## src/rtl/requisitante_operacao_if.sv

```systemverilog
// Signal bundle between the batch requester (master), its loader/consumer and the operation unit (slave).
interface requisitante_operacao_if #(
    parameter int PROFUNDIDADE = 4
);
    localparam int IDX_W = $clog2(PROFUNDIDADE);

    logic             carregar;
    logic [7:0]       x_in;
    logic             disparar;
    logic [15:0]      a_in;
    logic [15:0]      b_in;
    logic [15:0]      c_in;
    logic             inicio;
    logic [7:0]       x;
    logic [15:0]      a;
    logic [15:0]      b;
    logic [15:0]      c;
    logic             comecou;
    logic             pronto;
    logic [15:0]      resultado;
    logic             res_valido;
    logic [15:0]      res_dado;
    logic [IDX_W-1:0] res_indice;
    logic             ocupado;
    logic             cheio;
    logic             vazio;
    logic             lote_fim;
    logic             erro;

    modport master (
        input  carregar, x_in, disparar, a_in, b_in, c_in, comecou, pronto, resultado,
        output inicio, x, a, b, c, res_valido, res_dado, res_indice,
        output ocupado, cheio, vazio, lote_fim, erro
    );

    modport slave (
        output carregar, x_in, disparar, a_in, b_in, c_in, comecou, pronto, resultado,
        input  inicio, x, a, b, c, res_valido, res_dado, res_indice,
        input  ocupado, cheio, vazio, lote_fim, erro
    );
endinterface

```

## src/rtl/requisitante_operacao.sv

```systemverilog
// Queues X operands and drains them as one batch through an operation unit using a
// start/acknowledge/done handshake, with a bounded wait for the acknowledge.
module requisitante_operacao #(
    parameter int PROFUNDIDADE = 4,
    parameter int LIMITE       = 15
) (
    input logic                     clk,
    input logic                     rst,
    requisitante_operacao_if.master bus
);
    localparam int IDX_W = $clog2(PROFUNDIDADE);
    localparam int CNT_W = $clog2(LIMITE + 1);
    localparam logic [CNT_W-1:0] ULTIMA_ESPERA = CNT_W'(LIMITE - 1);
    localparam logic [IDX_W:0]   CAPACIDADE    = (IDX_W + 1)'(PROFUNDIDADE);

    typedef enum logic [1:0] {OCIOSO, ENVIA, ESPERA, ENTREGA} estado_t;

    estado_t          state_q, state_d;
    logic [7:0]       fila_q [PROFUNDIDADE];
    logic [IDX_W-1:0] wr_ptr_q, rd_ptr_q;
    logic [IDX_W:0]   count_q, count_d;
    logic [IDX_W-1:0] idx_q, idx_d;
    logic [CNT_W-1:0] wait_q, wait_d;
    logic [7:0]       x_q, x_d;
    logic [15:0]      a_q, a_d, b_q, b_d, c_q, c_d;
    logic [15:0]      res_dado_q, res_dado_d;
    logic             erro_q, erro_d;
    logic             timeout_q, timeout_d;
    logic             lote_fim_q, lote_fim_d;
    logic             push, pop, cheio, vazio;

    assign cheio = (count_q == CAPACIDADE);
    assign vazio = (count_q == '0);
    assign push  = bus.carregar && !cheio;

    // NOTE: every signal written here gets a default first, so no path leaves it unassigned (no latch).
    always_comb begin
        state_d    = state_q;
        idx_d      = idx_q;
        wait_d     = wait_q;
        x_d        = x_q;
        a_d        = a_q;
        b_d        = b_q;
        c_d        = c_q;
        res_dado_d = res_dado_q;
        erro_d     = erro_q;
        timeout_d  = 1'b0;
        lote_fim_d = 1'b0;
        pop        = 1'b0;

        case (state_q)
            OCIOSO: begin
                if (bus.disparar) begin
                    if (vazio) begin
                        lote_fim_d = 1'b1;
                    end else begin
                        a_d     = bus.a_in;
                        b_d     = bus.b_in;
                        c_d     = bus.c_in;
                        idx_d   = '0;
                        wait_d  = '0;
                        pop     = 1'b1;
                        x_d     = fila_q[rd_ptr_q];
                        state_d = ENVIA;
                    end
                end
            end
            ENVIA: begin
                if (bus.comecou) begin
                    state_d = ESPERA;
                end else if (wait_q == ULTIMA_ESPERA) begin
                    // Entry abandoned: ENTREGA still advances the index but stays silent.
                    erro_d    = 1'b1;
                    timeout_d = 1'b1;
                    state_d   = ENTREGA;
                end else begin
                    wait_d = wait_q + CNT_W'(1);
                end
            end
            ESPERA: begin
                if (bus.pronto) begin
                    res_dado_d = bus.resultado;
                    state_d    = ENTREGA;
                end
            end
            ENTREGA: begin
                idx_d = idx_q + IDX_W'(1);
                if (!vazio) begin
                    pop     = 1'b1;
                    x_d     = fila_q[rd_ptr_q];
                    wait_d  = '0;
                    state_d = ENVIA;
                end else begin
                    lote_fim_d = 1'b1;
                    state_d    = OCIOSO;
                end
            end
            default: state_d = OCIOSO;
        endcase

        case ({push, pop})
            2'b10:   count_d = count_q + (IDX_W + 1)'(1);
            2'b01:   count_d = count_q - (IDX_W + 1)'(1);
            default: count_d = count_q;
        endcase
    end

    // NOTE: non-blocking assignments so every register samples the pre-edge values.
    always_ff @(posedge clk or posedge rst) begin
        if (rst) begin
            state_q    <= OCIOSO;
            wr_ptr_q   <= '0;
            rd_ptr_q   <= '0;
            count_q    <= '0;
            idx_q      <= '0;
            wait_q     <= '0;
            x_q        <= '0;
            a_q        <= '0;
            b_q        <= '0;
            c_q        <= '0;
            res_dado_q <= '0;
            erro_q     <= 1'b0;
            timeout_q  <= 1'b0;
            lote_fim_q <= 1'b0;
        end else begin
            state_q    <= state_d;
            count_q    <= count_d;
            idx_q      <= idx_d;
            wait_q     <= wait_d;
            x_q        <= x_d;
            a_q        <= a_d;
            b_q        <= b_d;
            c_q        <= c_d;
            res_dado_q <= res_dado_d;
            erro_q     <= erro_d;
            timeout_q  <= timeout_d;
            lote_fim_q <= lote_fim_d;
            if (push) wr_ptr_q <= wr_ptr_q + IDX_W'(1);
            if (pop)  rd_ptr_q <= rd_ptr_q + IDX_W'(1);
        end
    end

    // NOTE: queue storage is not reset; count_q and the pointers alone define which entries are live.
    always_ff @(posedge clk) begin
        if (push) fila_q[wr_ptr_q] <= bus.x_in;
    end

    assign bus.inicio     = (state_q == ENVIA);
    assign bus.ocupado    = (state_q != OCIOSO);
    assign bus.res_valido = (state_q == ENTREGA) && !timeout_q;
    assign bus.res_indice = idx_q;
    assign bus.res_dado   = res_dado_q;
    assign bus.x          = x_q;
    assign bus.a          = a_q;
    assign bus.b          = b_q;
    assign bus.c          = c_q;
    assign bus.cheio      = cheio;
    assign bus.vazio      = vazio;
    assign bus.lote_fim   = lote_fim_q;
    assign bus.erro       = erro_q;
endmodule

```

## src/flat_wrapper.sv

```systemverilog
// flat-port wrapper written by rule: the top's interface ports become plain ports
module requisitante_operacao_flat 
#(
    parameter int PROFUNDIDADE = 4,
    parameter int LIMITE       = 15
)
  (clk, rst, bus_carregar, bus_x_in, bus_disparar, bus_a_in, bus_b_in, bus_c_in, bus_comecou, bus_pronto, bus_resultado, bus_inicio, bus_x, bus_a, bus_b, bus_c, bus_res_valido, bus_res_dado, bus_res_indice, bus_ocupado, bus_cheio, bus_vazio, bus_lote_fim, bus_erro);
  requisitante_operacao_if #(.PROFUNDIDADE(PROFUNDIDADE)) bus_i ();
  input logic clk;
  input logic rst;
  input wire logic [$bits(bus_i.carregar)-1:0] bus_carregar;
  input wire logic [$bits(bus_i.x_in)-1:0] bus_x_in;
  input wire logic [$bits(bus_i.disparar)-1:0] bus_disparar;
  input wire logic [$bits(bus_i.a_in)-1:0] bus_a_in;
  input wire logic [$bits(bus_i.b_in)-1:0] bus_b_in;
  input wire logic [$bits(bus_i.c_in)-1:0] bus_c_in;
  input wire logic [$bits(bus_i.comecou)-1:0] bus_comecou;
  input wire logic [$bits(bus_i.pronto)-1:0] bus_pronto;
  input wire logic [$bits(bus_i.resultado)-1:0] bus_resultado;
  output wire logic [$bits(bus_i.inicio)-1:0] bus_inicio;
  output wire logic [$bits(bus_i.x)-1:0] bus_x;
  output wire logic [$bits(bus_i.a)-1:0] bus_a;
  output wire logic [$bits(bus_i.b)-1:0] bus_b;
  output wire logic [$bits(bus_i.c)-1:0] bus_c;
  output wire logic [$bits(bus_i.res_valido)-1:0] bus_res_valido;
  output wire logic [$bits(bus_i.res_dado)-1:0] bus_res_dado;
  output wire logic [$bits(bus_i.res_indice)-1:0] bus_res_indice;
  output wire logic [$bits(bus_i.ocupado)-1:0] bus_ocupado;
  output wire logic [$bits(bus_i.cheio)-1:0] bus_cheio;
  output wire logic [$bits(bus_i.vazio)-1:0] bus_vazio;
  output wire logic [$bits(bus_i.lote_fim)-1:0] bus_lote_fim;
  output wire logic [$bits(bus_i.erro)-1:0] bus_erro;
  assign bus_i.carregar = bus_carregar;
  assign bus_i.x_in = bus_x_in;
  assign bus_i.disparar = bus_disparar;
  assign bus_i.a_in = bus_a_in;
  assign bus_i.b_in = bus_b_in;
  assign bus_i.c_in = bus_c_in;
  assign bus_i.comecou = bus_comecou;
  assign bus_i.pronto = bus_pronto;
  assign bus_i.resultado = bus_resultado;
  assign bus_inicio = bus_i.inicio;
  assign bus_x = bus_i.x;
  assign bus_a = bus_i.a;
  assign bus_b = bus_i.b;
  assign bus_c = bus_i.c;
  assign bus_res_valido = bus_i.res_valido;
  assign bus_res_dado = bus_i.res_dado;
  assign bus_res_indice = bus_i.res_indice;
  assign bus_ocupado = bus_i.ocupado;
  assign bus_cheio = bus_i.cheio;
  assign bus_vazio = bus_i.vazio;
  assign bus_lote_fim = bus_i.lote_fim;
  assign bus_erro = bus_i.erro;
  requisitante_operacao #(.PROFUNDIDADE(PROFUNDIDADE), .LIMITE(LIMITE)) u_core (.clk(clk), .rst(rst), .bus(bus_i));
endmodule
```

## config.mk

```make
export PLATFORM = sky130hd
export DESIGN_NAME = requisitante_operacao_flat
export DESIGN_NICKNAME = d
export VERILOG_FILES = /design/src/rtl/requisitante_operacao_if.sv /design/src/rtl/requisitante_operacao.sv /design/src/flat_wrapper.sv
export SDC_FILE = /design/constraint.sdc
export NUM_CORES = 1
export LEC_CHECK = 0
export CAP_MARGIN = 30
export CELL_PAD_IN_SITES_DETAIL_PLACEMENT = 0
export CELL_PAD_IN_SITES_GLOBAL_PLACEMENT = 1
export CORE_MARGIN = 4
export CORE_UTILIZATION = 37
export DETAILED_ROUTE_END_ITERATION = 8
export PLACE_DENSITY_LB_ADDON = 0.1
export SETUP_SLACK_MARGIN = 0.1
export SLEW_MARGIN = 20
export SYNTH_ARGS = -nofsm -noshare
export SYNTH_HDL_FRONTEND = slang
export SYNTH_SLANG_ARGS = --single-unit
export TNS_END_PERCENT = 30
```

## constraint.sdc

```tcl
create_clock -name clk -period 3.55 [get_ports clk]
set_input_delay 0.71 -clock clk [delete_from_list [all_inputs] [get_ports clk]]
set_output_delay 0.71 -clock clk [all_outputs]
set_load 0.02 [all_outputs]
```

# After elaboration in Yosys (flattened, before gate mapping)
# Memories as Yosys holds them, arrays and structs flattened.
# Cells that the tools add are included.
classes:
  add_sub_neg: 6
  mul: 0
  n_div: 0
  n_lt_le_gt_ge: 0
  n_eq_ne: 13
  shift: 0
  muxes: 30
  bitwise: 2
  reduce_logical: 17
ops:
  columns: ["cell", "n"]
  rows:
  - ["two-way mux 4 bit", 4]
  - ["two-way mux 8 bit", 2]
  - ["one-hot mux 8 bit (2 select lines)", 1]
  - ["two-way mux 2 bit", 7]
  - ["one-hot mux 4 bit (3 select lines)", 1]
  - ["two-way mux 1 bit", 10]
  - ["!= test 2 bit, second input constant", 5]
  - ["AND reduction 3 bit", 3]
  - ["one-hot mux 2 bit (4 select lines)", 1]
  - ["AND reduction 4 bit", 2]
  - ["adder 2 x 1 -> 2 bit, second input constant", 3]
  - ["== test 2 bit, second input constant", 3]
  - ["one-hot mux 3 bit (2 select lines)", 1]
  - ["nonzero test 2 bit", 3]
  - ["adder 4 x 1 -> 4 bit, second input constant", 1]
  - ["== test 2 x 1 -> 1 bit, second input constant", 2]
  - ["== test 4 bit, second input constant", 1]
  - ["one-hot mux 1 bit (2 select lines)", 2]
  - ["one-hot mux 2 bit (2 select lines)", 1]
  - ["AND reduction 2 bit", 2]
  - ["adder 3 x 1 -> 3 bit, second input constant", 1]
  - ["== test 3 bit, second input constant", 1]
  - ["zero test 3 bit", 1]
  - ["!= test 3 x 2 -> 1 bit, second input constant", 1]
  - ["other kinds (6)", 9]
word_totals:
  regBits: 90
  latchBits: 0
  ramBits: 32
  mem_bits_ro: 0
  inputBits: 78
  output_inout_bits: 81
  elab_cells: 83
  memories: 1
mem_list:
  columns: ["name", "words", "width", "rd", "rd_ports_with_merged_regs", "wr", "line", "source"]
  rows:
  - ["u_core.fila_q", 4, 8, 1, 0, 1, "requisitante_operacao.sv:19", "logic [7:0] fila_q [PROFUNDIDADE];"]

# Longest topological paths before layout
depth:
  depth_word: 6
  ltp_mapped: 10
  ltp_nobuf: 10

# Worst setup path before layout
# Ideal clock, no wire load.
synth_timing:
  path_type: "register -> register"
  startpoint: "register u_core.state_q[0]"
  endpoint: "register u_core.count_q[2]"
  setup_ns: 0.079
  arrival_ns: 2.139
  t_required_ns: 3.471
  path_slack_ns: 1.332
  path_stages_with_launch: 10
  path_buffers: 0
  period_less_slack_ns: 2.218
  path_cell_list: "dfrtp_1 > inv_1 > ha_1 > nor3_2 > ha_1 > inv_1 > fa_1 > xor2_1 > nor2_1 > xor2_1"
synth_via:
  elab_chain_cells: 4
  word_cells_on_any_way: 7
  cone_classes: "eq/ne (3); mux (2); reduce/logical (2)"
synth_lines:
  columns: ["element", "line", "source"]
  rows:
  - ["start, declared", "requisitante_operacao.sv:18", "estado_t state_q, state_d;"]
  - ["start signal, assigned", "requisitante_operacao.sv:126", "state_q <= state_d;"]
  - ["== test 2 bit / zero test 2 bit (equally long branches)", "requisitante_operacao.sv:51", "case (state_q)"]
  - ["one-hot mux 1 bit (2 select lines) *", "requisitante_operacao.sv:51", null]
  - ["via u_core.pop", "requisitante_operacao.sv:30", "logic push, pop, cheio, vazio;"]
  - ["== test 2 x 1 -> 1 bit / == test 2 bit (equally long branches)", "requisitante_operacao.sv:101", "case ({push, pop})"]
  - ["one-hot mux 3 bit (2 select lines) / nonzero test 2 bit (equally long branches)", null, null]
  - ["end signal, assigned", "requisitante_operacao.sv:127", "count_q <= count_d;"]
  - ["end, declared", "requisitante_operacao.sv:21", "logic [IDX_W:0] count_q, count_d;"]
# Mark *: on every way through the listed nets, which the timed path passes. The rest lies on a longest branch.
# A chain may end at the register's enable or synchronous reset.

# Worst setup path in the final report
layout_timing:
  startpoint: "register u_core.count_q[0]"
  endpoint: "output port bus_vazio"
layout_via:
  elab_chain_cells: 1
layout_lines:
  columns: ["element", "line", "source"]
  rows:
  - ["zero test 3 bit", "requisitante_operacao.sv:33", "assign vazio = (count_q == '0);"]
  - ["end, declared", "flat_wrapper.sv:30", "output wire logic [$bits(bus_i.vazio)-1:0] bus_vazio;"]
# No other way between the ends.

==> results by group <==
Hold path
  • Hold Path Sink: u_core.bus.erro
  • Hold path depth: 1
  • HP Start: u_core.bus.erro
  • Worst min-delay path class: flop to flop

Clocking
  • Hold_buf cts: 0
  • Clk slew on worst S/H paths: 50 ps
  • Clk buf depth: 2
  • CTS root buf: clkbuf_16
  • CTS buffer count: 17
  • # clock sinks: 122
  • Postcts setup bufs: 0
  • H-tree Lvls: 4
  • Worst-skew pair later-pin latency: 410 ps
  • CTS tree: built
  • Post-CTS sizing: 0

Logic synthesis
  • Syn_nets: 392
  • Ys async rst share: 73.77%
  • Yosys synthesis warning count: 0
  • Syn Area/Cell: 16.32 um^2
  • Primary FF master, synth: dfrtp_1
  • Leading area contributor after synthesis: dfrtp_1
  • Largest cells by area after synthesis: dfrtp_1 (46%), edfxtp_1 (20%), mux2_2 (17%), mux4_2 (3.7%), ha_1 (3.1%)
  • Register area share after synthesis: 65.41%
  • Post-synth EDFFs: 32
  • Area share of the leading cell type in the synthesized netlist: 45.85%
  • Mapped Cells: 301
  • Distinct cells, synth: 39
  • Synth Register Bits: 122
  • Commonest cells in the netlist: dfrtp_1 (90), mux2_2 (74), edfxtp_1 (32)
  • Top-count cell post-synth: dfrtp_1
  • Synthesized area: 4912 um^2

Place
  • PortBufs: 158
  • Post-DP Area: 6714 um^2
  • Final HPWL DP: 8170 um
  • Dpl cells: 628
  • GPL Wtd Cong: 0.7326
  • Placement Setup Slack: 594.0 ps

Global route
  • Grt met1 use: 16.27%
  • Grt met2 use: 26.20%
  • GRT busiest layer: met2
  • Total GRT Usage: 15.22%
  • GR Util met3: 6.725%
  • Vias in the first global route: 3402
  • Initial antenna violation count: 0
  • Pin count of the biggest net entering global routing: 30
  • GR Overflow Total: 0
  • First-pass GRT wire length: 17240 um

Setup path
  • Critical Path Source Type: flop
  • Critical path arrival: 2070 ps
  • CP startpoint: u_core.count_q[0]
  • Critical path endpoint category: output port
  • Worst reg2reg path endpoint: u_core.count_q[2]
  • CP max FO: 5
  • Reg2reg start: u_core.state_q[0]
  • R2r setup slk: 1130 ps
  • WS Path Type: flop to output port
  • CP required: 2840 ps
  • Reg2Reg Depth: 9

Timing
  • Slew HR: 55.58%
  • Fin crit period: 2778 ps
  • Max Fclk: 0.3600 GHz
  • Max Transition Viols Final: 0
  • Final setup vio count: 0
  • TNS Setup: 0 ps
  • Final Skew: 7.407 ps
  • Setup WS post-layout: 772.1 ps
  • RSZ-0062 raised after global routing: no
  • Final worst path period share: 78.25%
  • Worst-margin pin slew: 664.7 ps
  • Final hold vios: 0
  • Hold slack: 473.3 ps

Floorplanning
  • Core area: 12820 um^2
  • Die Area: 15180 um^2
  • Initial core utilization: 38.30%
  • Die Ht: 123.2 um
  • Site Rows: 41
  • Die Wd: 123.2 um
  • # IOs: 159

Power
  • Pwr Total: 7.140 mW
  • Max VDD drop: 0.4602 mV
  • Power density cells: 976.7 nW/um^2
  • Leak pwr: 2.970 nW

Status
  • Outcome: finished, final reports clean

Drt
  • DRT Pass-1 Iters: 4
  • Avg WL per Cell: 16.71 um
  • Vias per cell: 4.643
  • # DRC: 0
  • Final ANT Viol Nets: 0
  • Detailed Route WL: 11050 um
  • Initial drt markers: 111
  • Vias: 3069

Final layout
  • Post-Layout Cell Count: 661
  • Final Core Density: 57.00%
  • P&R area growth vs syn: 48.83%
  • N_diodes: 0
  • Layout cells sized above 1: 25.56%
  • Post-Layout Inst Area: 7311 um^2
  • Final net count: 567

Run
  • Max-cap violation count: 0
## how the worst max path moves through the flow
| stage | endpoint | slack, ps | cells past startpoint |
|---|---|---|---|
| 3_3_place_gp | u_core.count_q[2] | 660 | 9 |
| 3_5_place_dp | u_core.count_q[2] | 590 | 9 |
| 4_1_cts | bus_vazio | 720 | 3 |
| 2_1_floorplan | u_core.bus.a[0] | 500 | 1 |
| 6_report | bus_vazio | 770 | 3 |
| 5_1_grt | bus_vazio | 680 | 3 |
## cell usage in the layout, fill, tap and decap left out, types with 2 or more instances in the layout
cell / instances
clkinv_4: 2
bufinv_16: 3
nand2_1: 6
buf_4: 5
clkinv_2: 4
nand3_1: 3
ha_1: 12
xnor2_1: 3
dfrtp_1: 90
o21ai_0: 4
clkbuf_16: 17
nor3_1: 3
o211ai_1: 2
and2_1: 4
mux2_2: 74
mux4_2: 8
nor2b_1: 3
clkinv_1: 3
inv_1: 14
nand2b_1: 3
nor2_1: 6
clkinvlp_4: 3
xor2_1: 3
and3_1: 2
clkdlybuf4s50_1: 158
edfxtp_1: 32
o2bb2ai_1: 3
## per-layer routing
metal	share of wire, %	wire (um)
met1	37	4125
met2	52	5798
met3	8.4	933
met4	1.7	189
met5	0	0
## state kept, by name (all words and copies together) (netlist names), 3 cells and up
signal and flops:
u_core.fila_q 32, u_core.bus.a 16, u_core.bus.b 16, u_core.bus.c 16, u_core.bus.res_dado 16, u_core.bus.x 8, u_core.wait_q 4, u_core.count_q 3
## critical path, cell delays in order, from the launching register on
cell             delay [ps]
dfrtp_1                 440
or3_4                   440
inv_2                   150
clkdlybuf4s50_1         630
## final cells by class
cell class | count | area, um^2
Sequential cell | 122 | 3213
Clock buffer | 18 | 429.2
Timing Repair Buffer | 164 | 1630
Tap cell | 172 | 215.2
Multi-Input combinational cell | 155 | 1605
Clock inverter | 14 | 156.4
Fill cell | 1073 | 5514
Inverter | 16 | 61.31
## kinds of logic after synthesis
family                   share of synthesized area (%)
XOR/XNOR                                         1.070
adder cells (fa/ha/maj)                          3.464
flip-flops                                       65.41
AO/OA/AOI/OAI                                    3.006
multiplexers                                     20.84
AND/OR/NAND/NOR                                  4.101
buffers and inverters                            2.114
## where the power goes
part | switching (mW) | internal (mW) | total [mW]
clock network | 0.600 | 1.09 | 1.69
logic | 1.44 | 1.64 | 3.08
registers | 0.337 | 2.03 | 2.37
total | 2.38 | 4.76 | 7.14
Note: power is estimated with default switching activity, not from simulation.
